**src/rtl/data_mem_bridge.sv**
```systemverilog
// rtl/data_mem_bridge.sv - load/store bridge from the datapath to a variable-latency word memory
// One access at a time: IDLE latches the request, REQ waits for grant, WAIT_R for read data, DONE commits.
module data_mem_bridge #(
   parameter int TIMEOUT = 15,
   parameter int CNT_W   = 4
) (
   input  logic        clk,
   input  logic        reset,
   input  logic        MemWrite,
   input  logic        MemRead,
   input  logic [31:0] ALUOut,
   input  logic [31:0] WriteData,
   output logic [31:0] ReadData,
   output logic        stall,
   output logic        misalign,
   output logic        timeout,
   output logic        mem_req,
   output logic        mem_we,
   output logic [29:0] mem_addr,
   output logic [31:0] mem_wdata,
   input  logic        mem_gnt,
   input  logic        mem_rvalid,
   input  logic [31:0] mem_rdata
);

   localparam logic [1:0] S_IDLE   = 2'd0;
   localparam logic [1:0] S_REQ    = 2'd1;
   localparam logic [1:0] S_WAIT_R = 2'd2;
   localparam logic [1:0] S_DONE   = 2'd3;

   localparam logic [CNT_W-1:0] TMO_CNT = CNT_W'(TIMEOUT);

   logic [1:0]       state;
   logic [CNT_W-1:0] cnt;
   logic [31:0]      rd_reg;
   logic             we_q;
   logic [29:0]      addr_q;
   logic [31:0]      wdata_q;
   logic             tmo_q;

   logic request;
   logic aligned;
   logic cnt_hit;

   assign request = MemWrite | MemRead;
   assign aligned = (ALUOut[1:0] == 2'b00);
   assign cnt_hit = (cnt == TMO_CNT);

   always_ff @(posedge clk) begin
      if (!reset) begin
         state   <= S_IDLE;
         cnt     <= '0;
         rd_reg  <= '0;
         we_q    <= 1'b0;
         addr_q  <= '0;
         wdata_q <= '0;
         tmo_q   <= 1'b0;
      end else begin
         // Counter saturates at TIMEOUT so a grant on the last REQ cycle leaves
         // WAIT_R exactly one cycle to see rvalid instead of wrapping around.
         if ((state == S_REQ || state == S_WAIT_R) && !cnt_hit) begin
            cnt <= cnt + 1'b1;
         end
         case (state)
            S_IDLE: begin
               if (request && aligned) begin
                  addr_q  <= ALUOut[31:2];
                  wdata_q <= WriteData;
                  we_q    <= MemWrite;
                  cnt     <= '0;
                  state   <= S_REQ;
               end
            end
            S_REQ: begin
               if (mem_gnt) begin
                  state <= we_q ? S_DONE : S_WAIT_R;
               end else if (cnt_hit) begin
                  state  <= S_DONE;
                  tmo_q  <= 1'b1;
                  rd_reg <= '0;
               end
            end
            S_WAIT_R: begin
               if (mem_rvalid) begin
                  rd_reg <= mem_rdata;
                  state  <= S_DONE;
               end else if (cnt_hit) begin
                  state  <= S_DONE;
                  tmo_q  <= 1'b1;
                  rd_reg <= '0;
               end
            end
            default: begin
               state <= S_IDLE;
            end
         endcase
      end
   end

   assign misalign  = (state == S_IDLE) && request && !aligned;
   assign stall     = ((state == S_IDLE) && request && aligned) ||
                      (state == S_REQ) || (state == S_WAIT_R);
   assign ReadData  = misalign ? 32'h0 : rd_reg;
   assign timeout   = tmo_q;
   assign mem_req   = (state == S_REQ);
   assign mem_we    = we_q;
   assign mem_addr  = addr_q;
   assign mem_wdata = wdata_q;

endmodule

```
**config.mk**
```make
export PLATFORM = sky130hd
export DESIGN_NAME = data_mem_bridge
export DESIGN_NICKNAME = d
export VERILOG_FILES = /design/src/rtl/data_mem_bridge.sv
export SDC_FILE = /design/constraint.sdc
export NUM_CORES = 1
export LEC_CHECK = 0
export CAP_MARGIN = 20
export CORE_ASPECT_RATIO = 0.9
export CORE_MARGIN = 3
export CORE_UTILIZATION = 43
export DETAILED_ROUTE_END_ITERATION = 12
export HOLD_SLACK_MARGIN = 0.1
export PLACE_DENSITY = 0.91
export SYNTH_ARGS = -nofsm -noshare
export SYNTH_HDL_FRONTEND = slang
export SYNTH_SLANG_ARGS = --single-unit
```
**constraint.sdc**
```tcl
create_clock -name clk -period 4.6 [get_ports clk]
set_input_delay 0.69 -clock clk [delete_from_list [all_inputs] [get_ports clk]]
set_output_delay 0.69 -clock clk [all_outputs]
set_load 0.01 [all_outputs]
```
==> results of run 1 <==
## metal layers
| layer | share of wire, % | up-vias | GRT usage (%) |
|---|---|---|---|
| met4 | 2.2 | 0 | 7.670 |
| li1 | - | 1821 | - |
| met2 | 51 | 109 | 36.57 |
| met3 | 6.6 | 20 | 6.379 |
| met5 | 0 | - | 0 |
| met1 | 40 | 1696 | 24.29 |
## cells in the mapped netlist, drive strengths merged, types with 3 or more instances
library cell	instances	area, um^2
nor3	3	26.28
a22o	32	280.3
o21ai	4	27.53
dfxtp	102	2042
ha	5	62.56
and2	34	215.2
a21boi	64	484.2
nor2	5	18.77
buf	19	132.6
inv	5	18.77
nand2	130	488.0
clkbuf	13	48.80
## how the worst min path moves through the flow
stage / from / to / slack (ps) / cells after the start
2_1_floorplan: rd_reg[0]$_SDFFE_PN0P_ / rd_reg[0]$_SDFFE_PN0P_ / 440 / 1
3_3_place_gp: mem_wdata[31]$_SDFFE_PN0P_ / mem_wdata[31]$_SDFFE_PN0P_ / 440 / 2
3_5_place_dp: mem_addr[7]$_SDFFE_PN0P_ / mem_addr[7]$_SDFFE_PN0P_ / 450 / 2
4_1_cts: mem_wdata[14]$_SDFFE_PN0P_ / mem_wdata[14]$_SDFFE_PN0P_ / 460 / 2
5_1_grt: mem_wdata[14]$_SDFFE_PN0P_ / mem_wdata[14]$_SDFFE_PN0P_ / 480 / 2
6_report: mem_addr[25]$_SDFFE_PN0P_ / mem_addr[25]$_SDFFE_PN0P_ / 460 / 2
## power groups by stage
stage	logic (uW)	clock network, uW	registers [uW]
floorplan	293	0	1030
global placement	567	0	1010
detailed placement	590	0	1020
CTS	593	582	997
global route	646	629	1010
finish	590	559	997
## kinds of logic (layout without fill, tap and decap cells)
family / after synthesis / count (layout)
simple gates: 181 / 181
compound gates: 109 / 109
flops: 102 / 102
buf+inv: 37 / 226
fa+ha+maj: 5 / 5
xor+xnor: 1 / 1
mux: 1 / 1
## worst max-delay path, delay by kind of cell
family / cells / cell delay, ps
simple gates: 1 / 190
compound gates: 2 / 370
buf+inv: 3 / 1270
## metrics by stage
| step | setup slack [ps] | area, um^2 | cells | hold slack [ps] |
|---|---|---|---|---|
| floorplan | 2412 | 3993 | 436 | 440.4 |
| global placement | 1484 | 5988 | 727 | 440.2 |
| detailed placement | 1387 | 5988 | 727 | 445.3 |
| CTS | 1378 | 6188 | 743 | 458.3 |
| global route | 1275 | 6203 | 744 | 482.8 |
| finish | 1366 | 6203 | 744 | 455.2 |
## final cells by class
type,instances,area [um^2]
fillers,669,2605
flip-flops and latches,102,2042
repair buffers,205,2042
multi-input cells,297,1752
well taps,119,148.9
clock buffers,11,141.4
clock inverters,5,58.81
inverters,5,18.77
==> flow_summary.toml, run 1 <==
[die]
die_h_um = 97.42
num_io_pins = 201
coreArea_um2 = 8808
num_rows = 32
dieWidth_um = 107.6
die-area_um2 = 10480
start_util_pct = 45.33

[clocking]
cts_sinks = 102
cts_post_setup_buffers_inserted = 0
clockBufferDepth = 2
cts_repair_resize_count = 0
path_clk_slew_ps = 90
cts_root_buf = "clkbuf_8"
clk_latency_ps = 350
cts_tree = "built"
cts_buffers = 9
cts.htree.levels = 3
ctsHoldBuffers = 0

[global_route]
grt_pass1_wl_mm = 17.82
grtUsageTotal_pct = 21.09
grt-ovfl-total = 0
first_global_vias = 3595
grt_max_degree = 70
antenna_found_initial = 0

[timing]
finalHoldViolations = 0
rsz0062_at_grt = "false"
fmaxAchievable_ghz = 0.3093
period_share_pct = 70.30
layout_min_cycle_time_ps = 3234
drv_slew = 0
relSlewSlack_pct = 56.02
tightest_slew_ps = 659.7
fin_worst_skew_ps = 4.686
setup_viol = 0
tns_ps = 0

[route]
via_count = 3646
wl_mm = 11.04
drt_iter0_markers = 157
drt-vias-per-instance = 4.901
wl_per_cell_um = 14.84
dr.pass1.iters = 4
antenna_left = 0
drcViolationCount = 0

[yosys]
netlist_area_um2 = 3993
yosys.area_share.simple_pct = 20.21
seq_area_frac_synth_pct = 51.14
async_reset_ff_share_pct = 0
synth_compound_area_share_pct = 21.59
yosysUniqueCellTypes = 37
ys.flop_type = "dfxtp_1"
synth-seq-cells = 102
synth_xor_area_share_pct = 0.2194
synth_top_family_by_area = "compound AO/OA/AOI/OAI gates"
synth_edf_count = 0
synth-adder-area-share_pct = 1.567
syn_inst = 436
synth_fp_nets = 543
syn_avg_cell_area_um2 = 9.157
yosys_warnings = 0
muxShareOfSynthArea_pct = 0.2507

[critical_path]
worstPathMaxFanout = 33
cpMostUsedCell = "clkdlybuf4s50_1"
end_kind = "output port"
crit_type = "in2out"
start_kind = "input port"
cpPeakStageDelay_ps = 540
crit_arrival_ps = 2540
cp_cell_sequence = "clkdlybuf4s50_1 -> o21ai_2 -> o21bai_1 -> buf_4 -> and2_1 -> clkdlybuf4s50_1"
required_ps = 3910
r2r_start = "state[0]$_SDFFE_PN0P_"
r2r_end = "cnt[3]$_SDFF_PN0_"
endpoint = "ReadData[7]"
startpoint = "MemWrite"
ff2ff_setup_slack_ps = 2430
crit_slowest_cell = "clkdlybuf4s50_1"
reg2reg_depth = 7

[placement]
place.gp.congestion = 0.7547
portBuffers = 200
dp_hpwl_mm = 8.106

[power]
clockPowerShare_pct = 26.1
leakage_uw = 0.002292
p_seq_share_pct = 46.5
pwr-share-comb_pct = 27.5
p_total_uw = 2146
irDropWorstVdd_v = 0.0002183
power.density_nw_per_um2 = 345.9
power_switching_uw = 626.1
switching_share_pct = 29.18
intPower_uw = 1519

[worst_hold_path]
worstHoldPathType = "reg2reg"

[final_layout]
fin_nets = 727
final_util_pct = 70.43
drive_above_1_share_pct = 4.320
diodes = 0
mostFrequentLayoutCells = "clkdlybuf4s50_1 (199), nand2_1 (130), dfxtp_1 (102)"
syn2layout_area_growth_pct = 55.37
layout_commonest_cell = "clkdlybuf4s50_1"

[outcome]
status = "complete, no violations"

[flow_run]
drv_cap = 0
Power figures use the tool's default switching activity.
==> run 2: changes to the inputs <==
--- a/config.mk
+++ b/config.mk
@@ -8,10 +8,10 @@
 export CAP_MARGIN = 20
 export CORE_ASPECT_RATIO = 0.9
 export CORE_MARGIN = 3
-export CORE_UTILIZATION = 43
+export CORE_UTILIZATION = 40
 export DETAILED_ROUTE_END_ITERATION = 12
 export HOLD_SLACK_MARGIN = 0.1
-export PLACE_DENSITY = 0.91
+export PLACE_DENSITY = 0.86
 export SYNTH_ARGS = -nofsm -noshare
 export SYNTH_HDL_FRONTEND = slang
 export SYNTH_SLANG_ARGS = --single-unit
==> constraint.sdc (replaced) <==
create_clock -name clk -period 3.2 [get_ports clk]
set_input_delay 0.48 -clock clk [delete_from_list [all_inputs] [get_ports clk]]
set_output_delay 0.48 -clock clk [all_outputs]
set_load 0.01 [all_outputs]
==> flow_summary.toml, run 2 (synthesis gave the netlist of run 1 again) <==
[outcome]
status = "complete, no violations"

[global_route]
grt_max_degree = 68
grtUsageTotal_pct = 19.37
grt_pass1_wl_mm = 17.44
first_global_vias = 3544
grt-ovfl-total = 0
antenna_found_initial = 0

[timing]
layout_min_cycle_time_ps = 2924
hold_slack_ps = 457.2
tightest_slew_ps = 668.4
rsz0062_at_grt = "false"
setup_viol = 0
period_share_pct = 91.39
tns_ps = 0
finalHoldViolations = 0
drv_slew = 0
relSlewSlack_pct = 55.44
fin_worst_skew_ps = 7.608
fmaxAchievable_ghz = 0.3420

[final_layout]
mostFrequentLayoutCells = "clkdlybuf4s50_1 (199), nand2_1 (130), dfxtp_1 (102)"
syn2layout_area_growth_pct = 55.12
nFillCells = 767
multi_input_comb_area_um2 = 1752
regArea_um2 = 2042
fin_nets = 728
finalInstanceArea_um2 = 6193
drive_above_1_share_pct = 4.473
layout_commonest_cell = "clkdlybuf4s50_1"
final_util_pct = 65.79
diodes = 0

[critical_path]
r2r_start = "state[0]$_SDFFE_PN0P_"
cp_cell_sequence = "inv_1 -> ha_1 -> o21ai_2 -> o21bai_1 -> buf_4 -> and2_1 -> clkdlybuf4s50_1"
end_kind = "output port"
crit_slowest_cell = "clkdlybuf4s50_1"
crit_arrival_ps = 2440
required_ps = 2720
worstPathMaxFanout = 33
reg2reg_depth = 7
start_kind = "flop"
r2r_end = "cnt[2]$_SDFF_PN0_"
crit_type = "reg2out"
cpPeakStageDelay_ps = 560
ff2ff_setup_slack_ps = 1050

[power]
irDropWorstVdd_v = 0.0002690
p_seq_share_pct = 47.0
clockPowerShare_pct = 25.1
power_switching_uw = 922.5
pwr-share-comb_pct = 28.0
intPower_uw = 2130
power.density_nw_per_um2 = 492.8
switching_share_pct = 30.22
p_total_uw = 3052
leakage_uw = 0.002285

[clocking]
cts_buffers = 9
ctsHoldBuffers = 0
cts_post_setup_buffers_inserted = 0
path_clk_slew_ps = 90
cts_repair_resize_count = 0
cts_sinks = 102
cts.htree.levels = 3
cts_tree = "built"
cts_root_buf = "clkbuf_8"
clockBufferDepth = 2
clk_latency_ps = 370

[route]
antenna_left = 0
dr.pass1.iters = 5
drcViolationCount = 0
drt_iter0_markers = 219
wl_per_cell_um = 15.00
drt-vias-per-instance = 4.865
via_count = 3639
wl_mm = 11.22

[worst_hold_path]
min_to = "mem_wdata[31]$_SDFFE_PN0P_"
hold_depth = 2
worstHoldPathType = "reg2reg"
min_from = "mem_wdata[31]$_SDFFE_PN0P_"

[die]
num_rows = 33
dieWidth_um = 111.3
die-area_um2 = 11220
die_h_um = 100.8
coreArea_um2 = 9414
start_util_pct = 42.41
num_io_pins = 201

[placement]
portBuffers = 200
dp_hpwl_mm = 8.466
place.gp.congestion = 0.7787
dpl_cell_area_um2 = 6007

[flow_run]
drv_cap = 0
==> run 2: power by group through the flow <==
| stage | clock, uW | combinational (uW) | sequential, uW |
|---|---|---|---|
| final | 766 | 853 | 1430 |
| after global routing | 847 | 931 | 1450 |
| after CTS | 794 | 860 | 1430 |
| after detailed placement | 0 | 858 | 1460 |
| after global placement | 0 | 820 | 1450 |
| after floorplan | 0 | 421 | 1480 |
==> run 2: cell type report <==
cell class,instances,share of cell area [%]
flip-flops and latches,102,32.97
well taps,122,2.465
repair buffers,206,32.97
multi-input cells,297,28.28
clock buffers,12,2.505
inverters,5,0.3030
clock inverters,4,0.5051
==> run 2: through the flow <==
step,setup WS (ps),instances
final,275.6,748
after global routing,106.6,748
after CTS,237.1,748
after detailed placement,380.3,732
after global placement,496.6,732
after floorplan,1269,436
==> run 2: routing by layer <==
metal / vias to the layer above / global-route usage, % / routed length [um]
met4: 0 / 7.951 / 301
met1: 1671 / 21.61 / 4400
met3: 23 / 5.762 / 758
li1: 1818 / - / -
met5: - / 0 / 0
met2: 127 / 34.77 / 5758
==> run 2: worst max-delay path by stage <==
stage                                     start           end  slack, ps  cells after the start
after floorplan           state[0]$_SDFFE_PN0P_         stall       1270                      7
after global placement                 MemWrite  ReadData[13]        500                      6
after detailed placement               MemWrite  ReadData[21]        380                      6
after CTS                 state[0]$_SDFFE_PN0P_  ReadData[21]        240                      7
after global routing      state[0]$_SDFFE_PN0P_  ReadData[16]        110                      7
final                     state[0]$_SDFFE_PN0P_  ReadData[21]        280                      7
==> run 2: worst max-delay path, delay by kind of cell, from the launching register on <==
kind | cells | cell delay (ps)
buffers and inverters | 3 | 920
flip-flops | 1 | 440
AO/OA/AOI/OAI | 2 | 260
AND/OR/NAND/NOR | 1 | 180
adder cells (fa/ha/maj) | 1 | 270
==> run 3: changes to the inputs <==
--- a/config.mk
+++ b/config.mk
@@ -5,6 +5,7 @@
 export SDC_FILE = /design/constraint.sdc
 export NUM_CORES = 1
 export LEC_CHECK = 0
+export ABC_AREA = 1
 export CAP_MARGIN = 20
 export CORE_ASPECT_RATIO = 0.9
 export CORE_MARGIN = 3
@@ -15,3 +16,4 @@
 export SYNTH_ARGS = -nofsm -noshare
 export SYNTH_HDL_FRONTEND = slang
 export SYNTH_SLANG_ARGS = --single-unit
+export TNS_END_PERCENT = 10
==> flow_summary.toml, run 3 <==
[placement]
dp_hpwl_mm = 8.599
place.gp.congestion = 0.8358
dpl_worst_slack_ps = 433.4
portBuffers = 200
dpl_cell_area_um2 = 6023

[final_layout]
fin_nets = 840
syn2layout_area_growth_pct = 55.93
regArea_um2 = 2042
diodes = 0
finalInstanceArea_um2 = 6331
layout_commonest_cell = "clkdlybuf4s50_1"
mostFrequentLayoutCells = "clkdlybuf4s50_1 (199), nor2_1 (162), dfxtp_1 (102)"
multi_input_comb_area_um2 = 1618
nFillCells = 812
drive_above_1_share_pct = 3.930

[critical_path]
crit_type = "reg2out"
cpMostUsedCell = "inv_1"
r2r_start = "state[1]$_SDFFE_PN0P_"
crit_arrival_ps = 2340
crit_slowest_cell = "clkdlybuf4s50_1"
start_kind = "flop"
worstPathMaxFanout = 33
ff2ff_setup_slack_ps = 1010
cp_cell_sequence = "inv_1 -> ha_1 -> inv_1 -> a21oi_1 -> inv_1 -> nor2_2 -> buf_4 -> clkdlybuf4s50_1"
cpPeakStageDelay_ps = 600
required_ps = 2720
r2r_end = "rd_reg[0]$_SDFFE_PN0P_"
reg2reg_depth = 8
end_kind = "output port"

[clocking]
ctsHoldBuffers = 0
cts_tree = "built"
path_clk_slew_ps = 70
cts_repair_resize_count = 0
cts_post_setup_buffers_inserted = 0
cts_sinks = 102
cts_buffers = 9
clk_latency_ps = 330
cts_root_buf = "clkbuf_16"
cts.htree.levels = 3
clockBufferDepth = 2

[worst_hold_path]
worstHoldPathType = "reg2reg"
min_to = "rd_reg[6]$_SDFFE_PN0P_"
min_from = "rd_reg[6]$_SDFFE_PN0P_"
hold_depth = 2

[power]
irDropWorstVdd_v = 0.0003180
power.density_nw_per_um2 = 506.4
leakage_uw = 0.002461

[route]
antenna_left = 0
via_count = 4160
drt_iter0_markers = 217
wl_mm = 11.92
dr.pass1.iters = 4
drcViolationCount = 0
drt-vias-per-instance = 4.815
wl_per_cell_um = 13.80

[global_route]
antenna_found_initial = 0
grt_pass1_wl_mm = 18.91
grt-ovfl-total = 0
first_global_vias = 4086
grt_max_degree = 65
grtUsageTotal_pct = 20.02

[yosys]
synthTopCellsByCount = "nor2_1 (162), dfxtp_1 (102), nand2_1 (81), o21ai_0 (55), inv_1 (44)"
ys.flop_type = "dfxtp_1"
synth_xor_area_share_pct = 0.4314
synth_top_area_share_pct = 50.29
yosys.area_share.simple_pct = 24.38
muxShareOfSynthArea_pct = 0
synth_area_leaders = "dfxtp_1 (50%), nor2_1 (15%), nand2_1 (7.5%)"
synth_fp_nets = 657
synth_top_family_by_area = "simple AND/OR/NAND/NOR gates"
yosysMostFrequentCell = "nor2_1"
yosys_warnings = 0
async_reset_ff_share_pct = 0
synth.largest_area_cell = "dfxtp_1"
syn_avg_cell_area_um2 = 7.382
synth-seq-cells = 102
synth_compound_area_share_pct = 13.37
seq_area_frac_synth_pct = 50.29
syn_inst = 550
synth_edf_count = 0
synth-adder-area-share_pct = 1.541
yosysUniqueCellTypes = 25
netlist_area_um2 = 4060

[die]
die-area_um2 = 11400
dieWidth_um = 112.2
die_h_um = 101.6
start_util_pct = 41.50
coreArea_um2 = 9784
num_rows = 34
num_io_pins = 201

[timing]
fin_worst_skew_ps = 7.530
period_share_pct = 88.00
fmaxAchievable_ghz = 0.3551
tns_ps = 0
finalHoldViolations = 0
setup_viol = 0
layout_min_cycle_time_ps = 2816
drv_slew = 0
tightest_slew_ps = 901.3
setup_ws_ps = 383.9
rsz0062_at_grt = "false"
relSlewSlack_pct = 39.54

[flow_run]
drv_cap = 0

[outcome]
status = "complete, no violations"
[run 3: cell count changes in the layout (fill, tap and decap cells not counted), sizes merged, moves of 6 or more]
| cell | delta |
|---|---|
| nor2 | +161 |
| a21boi | -64 |
| o21ai | +62 |
| nand2 | -48 |
| inv | +43 |
| a21oi | +38 |
| and2 | -33 |
| a22o | -32 |
| nand3 | +6 |
[run 3: how the worst max path moves through the flow]
stage | cells after the start | startpoint | endpoint
CTS | 8 | state[0]$_SDFFE_PN0P_ | misalign
global placement | 7 | MemRead | misalign
detailed placement | 7 | MemWrite | misalign
finish | 8 | state[0]$_SDFFE_PN0P_ | misalign
floorplan | 8 | state[0]$_SDFFE_PN0P_ | ReadData[22]
global route | 9 | state[0]$_SDFFE_PN0P_ | ReadData[31]
[run 3: layer usage]
| metal | wire (um) | up-vias | global-route usage [%] | share of wire [%] |
|---|---|---|---|---|
| met3 | 1201 | 18 | 8.124 | 10 |
| met5 | 0 | - | 0 | 0 |
| li1 | - | 2065 | - | - |
| met1 | 4666 | 1906 | 21.51 | 39 |
| met4 | 222 | 0 | 6.285 | 1.9 |
| met2 | 5832 | 171 | 36.28 | 49 |
[run 3: where the power goes]
| part | internal (uW) | total, uW | switching [uW] |
|---|---|---|---|
| clock | 634 | 1110 | 476 |
| sequential | 1360 | 1420 | 53.7 |
| combinational | 346 | 679 | 333 |
| total | 2340 | 3210 | 863 |
[run 3: cell families after synthesis]
family,Yosys count
AND/OR/NAND/NOR,256
AO/OA/AOI/OAI,106
flip-flops,102
buffers and inverters,79
adder cells (fa/ha/maj),5
XOR/XNOR,2
[run 3: stage by stage]
stage               std cells  utilization [%]  power [uW]  hold slack (ps)
floorplan                 550                -        1761            439.0
global placement          848            61.56        2094            449.1
detailed placement        848            61.56        2119            453.8
CTS                       864            64.71        3233            464.4
global route              864            64.71        3354            483.9
finish                    864            64.71        3206            463.2
[run 3: layout make-up]
cell class	instances	area share (%)
multi-input combinational	369	25.55
clock inverter	6	1.087
clock buffer	10	3.775
sequential	102	32.25
tap	126	2.490
timing repair buffer	204	32.02
inverter	47	2.826
[run 3: critical path: cells and delay by family, from the launching register on]
| kind | cells | cell delay (ps) |
|---|---|---|
| adder cells (fa/ha/maj) | 1 | 190 |
| buffers and inverters | 5 | 1200 |
| flip-flops | 1 | 350 |
| AO/OA/AOI/OAI | 1 | 180 |
| AND/OR/NAND/NOR | 1 | 80 |
